--- src/rtl/mem_port_arbiter_pkg.sv ---
// Shared definitions for the instruction/data memory port arbiter:
// access-size encodings, FSM state encoding and the alignment rule.
package mem_port_arbiter_pkg;

  localparam logic [1:0] BYTE_N_B = 2'b00;
  localparam logic [1:0] BYTE_N_H = 2'b01;
  localparam logic [1:0] BYTE_N_W = 2'b10;

  typedef enum logic [2:0] {
    S_IDLE,
    S_RD_ISSUE,
    S_RD_WAIT,
    S_WR,
    S_RMW_RD,
    S_RMW_WAIT,
    S_RMW_WR,
    S_ERR
  } state_e;

  // Any size other than byte or half is handled as a full word.
  function automatic logic is_word(input logic [1:0] byte_n);
    return (byte_n != BYTE_N_B) && (byte_n != BYTE_N_H);
  endfunction

  function automatic logic is_misaligned(input logic [1:0] byte_n, input logic [1:0] lane);
    return ((byte_n == BYTE_N_H) && lane[0]) || (is_word(byte_n) && (lane != 2'b00));
  endfunction

endpackage

--- src/rtl/mem_port_arbiter_store_merge.sv ---
// Combinational byte/half merge of store data into a word read from memory,
// used by the read-modify-write path of the arbiter.
module store_merge
  import mem_port_arbiter_pkg::*;
(
  input  logic [31:0] old_word,
  input  logic [31:0] wdata,
  input  logic [1:0]  addr,
  input  logic [1:0]  byte_n,
  output logic [31:0] merged
);

  // NOTE: every always_comb output gets a default first so no path leaves it
  // unassigned, which would otherwise infer a latch.
  always_comb begin
    merged = old_word;
    case (byte_n)
      BYTE_N_B: merged[{addr, 3'b000} +: 8]        = wdata[7:0];
      BYTE_N_H: merged[{addr[1], 4'b0000} +: 16]   = wdata[15:0];
      default:  merged                             = wdata;
    endcase
  end

endmodule

--- src/rtl/mem_port_arbiter.sv ---
// Shares one word-wide single-port memory between instruction fetch and
// load/store, with read-modify-write for sub-word stores and a datapath stall.
module mem_port_arbiter
  import mem_port_arbiter_pkg::*;
#(
  parameter int MEM_LAT = 1
) (
  input  logic        clk,
  input  logic        rst,
  input  logic        if_req,
  input  logic [31:0] if_addr,
  output logic [31:0] if_rdata,
  output logic        if_valid,
  input  logic        d_req,
  input  logic        d_we,
  input  logic [31:0] d_addr,
  input  logic [31:0] d_wdata,
  input  logic [1:0]  d_byte_n,
  output logic [31:0] d_rdata,
  output logic        d_valid,
  output logic        d_err,
  output logic        stall,
  output logic        mem_en,
  output logic        mem_we,
  output logic [29:0] mem_addr,
  output logic [31:0] mem_wdata,
  input  logic [31:0] mem_rdata
);

  localparam logic [1:0] WAIT_INIT = 2'(MEM_LAT - 1);

  state_e      state_q, state_d;
  logic        own_d_q;
  logic [31:0] addr_q, wdata_q, merged_q, merge_out;
  logic [31:0] if_rdata_q, d_rdata_q;
  logic [1:0]  byte_n_q, cnt_q;
  logic        rd_done;

  store_merge u_store_merge (
    .old_word (mem_rdata),
    .wdata    (wdata_q),
    .addr     (addr_q[1:0]),
    .byte_n   (byte_n_q),
    .merged   (merge_out)
  );

  always_comb begin
    state_d = state_q;
    case (state_q)
      S_IDLE: begin
        if (d_req) begin
          if (is_misaligned(d_byte_n, d_addr[1:0])) state_d = S_ERR;
          else if (!d_we)                           state_d = S_RD_ISSUE;
          else if (is_word(d_byte_n))               state_d = S_WR;
          else                                      state_d = S_RMW_RD;
        end else if (if_req) begin
          state_d = S_RD_ISSUE;
        end
      end
      S_RD_ISSUE: state_d = S_RD_WAIT;
      S_RD_WAIT:  if (cnt_q == 2'd0) state_d = S_IDLE;
      S_RMW_RD:   state_d = S_RMW_WAIT;
      S_RMW_WAIT: if (cnt_q == 2'd0) state_d = S_RMW_WR;
      default:    state_d = S_IDLE;
    endcase
  end

  // NOTE: sequential state uses non-blocking assignments so every register
  // samples pre-edge values regardless of statement order.
  always_ff @(posedge clk) begin
    if (rst) begin
      state_q    <= S_IDLE;
      own_d_q    <= 1'b0;
      addr_q     <= '0;
      wdata_q    <= '0;
      byte_n_q   <= BYTE_N_B;
      cnt_q      <= 2'd0;
      merged_q   <= '0;
      if_rdata_q <= '0;
      d_rdata_q  <= '0;
    end else begin
      state_q <= state_d;
      if (state_q == S_IDLE) begin
        if (d_req) begin
          own_d_q  <= 1'b1;
          addr_q   <= d_addr;
          wdata_q  <= d_wdata;
          byte_n_q <= d_byte_n;
        end else if (if_req) begin
          own_d_q <= 1'b0;
          addr_q  <= if_addr;
        end
      end
      if (state_q == S_RD_ISSUE || state_q == S_RMW_RD) cnt_q <= WAIT_INIT;
      else if (cnt_q != 2'd0)                           cnt_q <= cnt_q - 2'd1;
      if (rd_done && own_d_q)  d_rdata_q  <= mem_rdata;
      if (rd_done && !own_d_q) if_rdata_q <= mem_rdata;
      if (state_q == S_RMW_WAIT && cnt_q == 2'd0) merged_q <= merge_out;
    end
  end

  // Completion is decoded from registered state; rdata bypasses the holding
  // register so the data is already correct in the valid cycle.
  assign rd_done  = (state_q == S_RD_WAIT) && (cnt_q == 2'd0) && !rst;
  assign if_valid = rd_done && !own_d_q;
  assign d_valid  = !rst && ((rd_done && own_d_q) || state_q == S_WR ||
                             state_q == S_RMW_WR || state_q == S_ERR);
  assign d_err    = !rst && (state_q == S_ERR);
  assign if_rdata = if_valid ? mem_rdata : if_rdata_q;
  assign d_rdata  = (rd_done && own_d_q) ? mem_rdata : d_rdata_q;
  assign stall    = (if_req && !if_valid) || (d_req && !d_valid);

  assign mem_en    = !rst && (state_q == S_RD_ISSUE || state_q == S_RMW_RD ||
                              state_q == S_WR || state_q == S_RMW_WR);
  assign mem_we    = !rst && (state_q == S_WR || state_q == S_RMW_WR);
  assign mem_addr  = addr_q[31:2];
  assign mem_wdata = (state_q == S_WR)     ? wdata_q  :
                     (state_q == S_RMW_WR) ? merged_q : 32'h0;

endmodule

--- config.mk ---
export PLATFORM = sky130hd
export DESIGN_NAME = mem_port_arbiter
export DESIGN_NICKNAME = d
export VERILOG_FILES = /design/src/rtl/mem_port_arbiter_pkg.sv /design/src/rtl/mem_port_arbiter_store_merge.sv /design/src/rtl/mem_port_arbiter.sv
export SDC_FILE = /design/constraint.sdc
export NUM_CORES = 1
export LEC_CHECK = 0
export BUFFER_PORTS_ARGS = -buffer_cell sky130_fd_sc_hd__buf_4
export CAP_MARGIN = 10
export CORE_UTILIZATION = 40
export DETAILED_ROUTE_END_ITERATION = 12
export PLACE_DENSITY_LB_ADDON = 0.15
export SETUP_SLACK_MARGIN = 0.5
export SLEW_MARGIN = 10
export SYNTH_ARGS = -nofsm -noshare
export SYNTH_HDL_FRONTEND = slang
export SYNTH_SLANG_ARGS = --single-unit
--- constraint.sdc ---
create_clock -name clk -period 2 [get_ports clk]
set_clock_uncertainty 0.1 [all_clocks]
set_input_delay 0.1 -clock clk [delete_from_list [all_inputs] [get_ports clk]]
set_output_delay 0.1 -clock clk [all_outputs]
set_load 0.02 [all_outputs]
==> results.yml, run 1 <==
clock_tree:
  clkTransAtPathRegs_ps: 70
  clock_latency_ps: 440
  cts_max_level: 4
  clk_path_buf_depth: 2
  root_buffer: "clkbuf_16"
  cts.sinks: 168
  cts_tree: "yes"
  cts_made_buffers: 17
drt:
  drc: 0
  wl_per_cell_um: 21.6
  top_layer: "met4"
  avgViaCountPerCell: 5.84
  drt_iter0_drc: 717
  drt_wl_total_um: 37200
  drt-pass1-iter-count: 5
  vias: 10000
  dr_wl_met2_um: 18100
  wl_met1_um: 14800
  wl_met3_um: 3000
  ant_nets: 0
synthesis:
  synth_area_um2: 8730
  synth_top_family_by_area: "compound AO/OA/AOI/OAI gates"
  syn_nets: 1192
  synth.distinct_cells: 47
  synth_edf_count: 0
  synth-xor-area-share: 0.00201
  synth_fa_ha_area_frac: 0.00860
  ys_ff_latch: 168
  syn_inst: 1051
  synthMuxAreaShare: 0.0573
  ys.warnings.count: 0
  synth_top_flop_cell: "dfxtp_1"
  async_flop_share: 0
  synth_compound_area_frac: 0.283
  syn_avg_cell_area_um2: 8.31
  synth-seq-area-share: 0.385
  synthSimpleGateAreaFrac: 0.175
floorplan:
  die-area_um2: 22400
  fp-row-count: 53
  start_util: 0.412
  die_h_um: 150
  ioPinCount: 267
  coreArea_um2: 21200
  die_w_um: 150
critical_path:
  critPathKind: "reg2out"
  slowest_stage: "or4b_4"
  path_buf_inv: 2
  max_stage_delay_ps: 670
  end_kind: "output pin"
  critPathTopFamily: "simple AND/OR/NAND/NOR gates"
  path_cells: "or4b_4 > clkbuf_16 > o21ai_4 > nand2_2 > buf_6"
  start_kind: "register"
  critical_path_required_ps: 1800
  cp.arrival_ps: 2060
  crit_fanout: 8
status:
  status: "finished with violations"
  violations: "setup timing"
sta:
  hold_viol_final: 0
  max_freq_mhz: 442
  relSlewSlack: 0.431
  setup_slack_ps: -263
  min_period_over_period: 1.13
  maxSlewViolCount: 0
  rsz0062_at_grt: "yes"
  period_needed_ps: 2260
  tightest_slew_ps: 853
  totalNegativeSetupSlack_ps: -22230
  setup-violations-final: 132
global_route:
  grt_start_max_net_pins: 135
  antenna_found_initial: 0
  grt_pass1_wl_um: 51500
  gr-total-overflow: 0
  grt_pass1_vias: 9496
  grt_use_total: 0.297
placement:
  dp_cells: 1501
  dp_hpwl_um: 20700
  io_buffers: 266
  routabilityCongestion: 0.817
  dp_slack_ps: 188
layout:
  fin_util: 0.753
  stdcell_count: 1720
  fin_nets: 1573
  n_antenna_cell: 0
  area_growth_pct: 83.0
  drive_gt1_frac: 0.505
power_and_ir_drop:
  power.total_mw: 11.5
  leakagePower_nw: 6.38
  power_density_nw_per_um2: 721
  peakVddDrop_mv: 0.547
worst_hold_path:
  min_path_type: "in2reg"
flow_run:
  drv_cap: 0
==> tightest hold or removal path: cells and delay by family <==
kind,cells,cell delay [ps]
AND/OR/NAND/NOR,1,210
buffers and inverters,1,160
AO/OA/AOI/OAI,1,40
==> cell usage after synthesis, drive strengths merged, types with 7 or more instances <==
| library cell | n | area share |
|---|---|---|
| clkbuf | 63 | 0.027 |
| nand2 | 148 | 0.064 |
| a311oi | 26 | 0.026 |
| nand3 | 74 | 0.042 |
| buf | 77 | 0.060 |
| mux2 | 16 | 0.021 |
| mux2i | 32 | 0.037 |
| nand4 | 16 | 0.011 |
| nor2b | 8 | 0.0057 |
| dfxtp | 168 | 0.39 |
| and4b | 7 | 0.0080 |
| o21ai | 81 | 0.067 |
| nor2 | 44 | 0.019 |
| a221oi | 16 | 0.016 |
| a22o | 32 | 0.032 |
| a21oi | 136 | 0.078 |
| a41oi | 16 | 0.016 |
| a211oi | 41 | 0.035 |
==> flip-flops by register name (all words and copies together), names as in the netlist <==
name	count
state_q	3
cnt_q	2
addr_q	32
d_rdata_q	32
merged_q	32
if_rdata_q	32
byte_n_q	2
wdata_q	32
own_d_q	1
==> power by group <==
part,internal [mW],switching [mW]
Combinational,2.04,2.29
Sequential,3.61,0.310
Clock,1.75,1.53
Total,7.39,4.13
==> cell type report <==
cell class	count	area, um2
clock buffer	18	429
clock inverter	14	141
fill	1385	5240
inverter	5	23.8
multi-input combinational	739	6270
sequential	168	3380
tap	275	344
timing repair buffer	501	5400
==> cell families after synthesis <==
logic type | after synthesis
AOI/OAI and AO/OA | 361
and+or+nand+nor | 321
DFF | 168
buffers and inverters | 145
muxes | 48
adders and majority gates | 6
xor gates and xnor gates | 2
==> path summary, 6_finish.rpt <==
kind | to | startpoint | slack (ps) | cells past startpoint
setup / recovery | if_rdata[23] | state_q[2] | -260 | 5
hold / removal | state_q[1] | d_req | 30 | 3
setup reg to reg | byte_n_q[0] | state_q[2] | -150 | 9
hold reg to reg | if_rdata_q[26] | if_rdata_q[26] | 380 | 2
==> repair_timing <==
item / in CTS / in global routing
gates resized for setup: 187 / 140
setup buffers: 19 / 6
setup endpoints to repair: 265 / 267
gates cloned: 11 / 20
pin swaps: 55 / 33
endpoints found under the hold margin: 145 / 0
hold buffers: 131 / 0
==> placed cells by master (no fill, tap or decap), types with 5 or more instances in the layout <==
master	Yosys	final
a22oi_1	6	6
a21oi_1	136	102
buf_8	0	5
dlygate4sd3_1	0	131
a221oi_2	0	12
nand4_1	16	16
nor2b_1	8	7
mux2_2	16	16
nor2_1	44	37
buf_12	0	27
dfxtp_2	0	5
inv_6	0	5
nand2_2	0	85
buf_16	0	12
buf_4	38	201
o21ai_0	32	16
a211oi_1	41	7
buf_6	8	109
nand2_1	148	49
o21ai_4	0	64
a21oi_2	0	33
mux2i_1	32	32
nand2_4	0	13
a22o_1	32	26
dfxtp_1	168	161
a311oi_1	26	23
clkbuf_16	0	32
nand3_1	74	72
and4b_1	7	7
a22o_4	0	6
a41oi_2	0	15
a211oi_2	0	34
==> stage by stage <==
| step | area (um2) | hold WS [ps] |
|---|---|---|
| floorplan | 9710 | 136 |
| global route | 16000 | 29.5 |
| CTS | 14800 | 21.5 |
| global placement | 11700 | 251 |
| finish | 16000 | 29.9 |
| detailed placement | 11700 | 262 |
==> metal layers <==
layer,up-vias,track usage
met2,516,0.495
met1,4850,0.372
met4,0,0.112
met5,-,0
li1,4589,-
met3,92,0.0692
Note: power is estimated with default switching activity, not from simulation.
==> run 2: changes to the inputs <==
Settings changed: GPL_TIMING_DRIVEN set to 0.
==> run 2 against run 1 <==
Compared with the run above: the flow still finishes with violations (setup timing); die area stayed put; clock power hardly changed; combinational power up 4.6%; sequential share of layout area is 0.22 points lower; final area up 1.1%; via count grew 4.5%; cell count rose by 6.3%; flip-flop and latch count unchanged; critical path type unchanged; critical endpoint is now if_rdata[25]; largest power group unchanged; highest routed layer unchanged.
==> results.yml, run 2 (synthesis results as in run 1) <==
status:
  status: "finished with violations"
  violations: "setup timing"
layout:
  stdcell_area_um2: 16200
  n_antenna_cell: 0
  area_growth_pct: 85.1
  final_common_cell: "buf_4"
  fin_util: 0.762
  most-common-layout-cells: "280 x buf_4, 162 x dfxtp_1, 131 x dlygate4sd3_1"
  fin_nets: 1682
  drive_gt1_frac: 0.501
clock_tree:
  clkTransAtPathRegs_ps: 70
  cts_made_buffers: 17
  cts_tree: "yes"
  cts_max_level: 4
  root_buffer: "clkbuf_16"
  cts.sinks: 168
  clk_path_buf_depth: 2
  clock_latency_ps: 450
drt:
  vias: 10500
  drt-pass1-iter-count: 5
  ant_nets: 0
  wl_per_cell_um: 20.9
  drt_iter0_drc: 716
  drt_wl_total_um: 38200
  avgViaCountPerCell: 5.74
  drc: 0
sta:
  setup_slack_ps: -379
  holdWs_ps: 64.6
  relSlewSlack: 0.468
  maxSlewViolCount: 0
  tightest_slew_ps: 799
  setup-violations-final: 94
  period_needed_ps: 2380
  rsz0062_at_grt: "yes"
  totalNegativeSetupSlack_ps: -23480
  max_freq_mhz: 420
  min_period_over_period: 1.19
  hold_viol_final: 0
power_and_ir_drop:
  p_clk_frac: 0.282
  switching_share: 0.352
  power.total_mw: 11.7
  peakVddDrop_mv: 0.687
  seqPwrFrac: 0.332
  power_density_nw_per_um2: 725
  pwr-share-comb: 0.386
  p_switching_mw: 4.13
  leakagePower_nw: 6.66
  p_int_mw: 7.59
global_route:
  grt_use_total: 0.312
  gr-total-overflow: 0
  grt_pass1_wl_um: 53500
  antenna_found_initial: 0
  grt_pass1_vias: 9935
  grt_start_max_net_pins: 17
floorplan:
  start_util: 0.412
  die_w_um: 150
  fp-row-count: 53
  die-area_um2: 22400
  die_h_um: 150
  ioPinCount: 267
  coreArea_um2: 21200
critical_path:
  start_kind: "register"
  slowest_stage: "or4b_4"
  cp.arrival_ps: 2180
  crit_top_cell: "buf_12"
  end_kind: "output pin"
  critical_path_required_ps: 1800
  max_stage_delay_ps: 550
  crit_fanout: 10
  path_cells: "buf_6 > or4b_4 > buf_12 > buf_12 > o21ai_4 > nand2_2 > buf_4"
  critPathKind: "reg2out"
placement:
  io_buffers: 265
  routabilityCongestion: 0.924
  dp_hpwl_um: 24100
  placed_cell_area_um2: 12000
worst_hold_path:
  min_path_type: "in2reg"
flow_run:
  drv_cap: 0
==> run 2: cell types whose count changed in the layout (fill, tap and decap cells not counted), sizes merged <==
cell | previous run | this run
clkbuf | 33 | 81
bufbuf | 1 | 0
buf | 354 | 418
or4b | 4 | 3
clkinv | 6 | 4
==> run 2: critical path, delay by kind of cell, from the launching register on <==
family | cells | cell delay, ps
AND/OR/NAND/NOR | 2 | 620
flip-flops | 1 | 310
AO/OA/AOI/OAI | 1 | 140
buffers and inverters | 4 | 640
==> run 2: path summary, 6_finish.rpt <==
path | from | end | slack, ps | cells after the start
min | d_addr[0] | state_q[2] | 60 | 4
max | state_q[2] | if_rdata[25] | -380 | 7
min reg2reg | if_rdata_q[7] | if_rdata_q[7] | 380 | 2
max reg2reg | cnt_q[1] | merged_q[19] | 70 | 10
==> run 2: power by group through the flow <==
stage / Sequential, mW / Clock (mW) / Combinational, mW
after floorplan: 3.82 / 0 / 2.07
after global placement: 3.90 / 0 / 3.03
after detailed placement: 3.90 / 0 / 3.05
after CTS: 3.84 / 3.31 / 3.61
after global routing: 3.91 / 3.44 / 4.73
final: 3.89 / 3.30 / 4.53
==> run 2: layout make-up <==
type,count,area [um2]
clock inverters,12,115
repair buffers,471,4390
multi-input cells,738,6100
fillers,1360,5060
inverters,5,36.3
clock buffers,19,453
plain buffers,140,1350
flip-flops and latches,168,3380
well taps,275,344
==> run 2: stage by stage <==
stage                     cells  setup slack, ps
final                      1828             -379
after global routing       1828             -417
after CTS                  1790             -378
after detailed placement   1591             -224
after global placement     1591             -213
after floorplan            1051              157
==> run 2: routing by layer <==
layer | track usage | vias up | share of wire
met5 | 0 | - | 0
met4 | 0.132 | 0 | 0.039
met3 | 0.0610 | 122 | 0.077
met2 | 0.534 | 548 | 0.49
met1 | 0.378 | 5009 | 0.39
li1 | - | 4816 | -
==> run 2: timing repair <==
item | in CTS | in global routing
hold buffers | 131 | 0
gates resized for setup | 196 | 203
endpoints found under the hold margin | 146 | 0
gates cloned | 6 | 10
setup buffers | 31 | 28
endpoints found under the setup margin | 267 | 270
pin swaps | 46 | 68
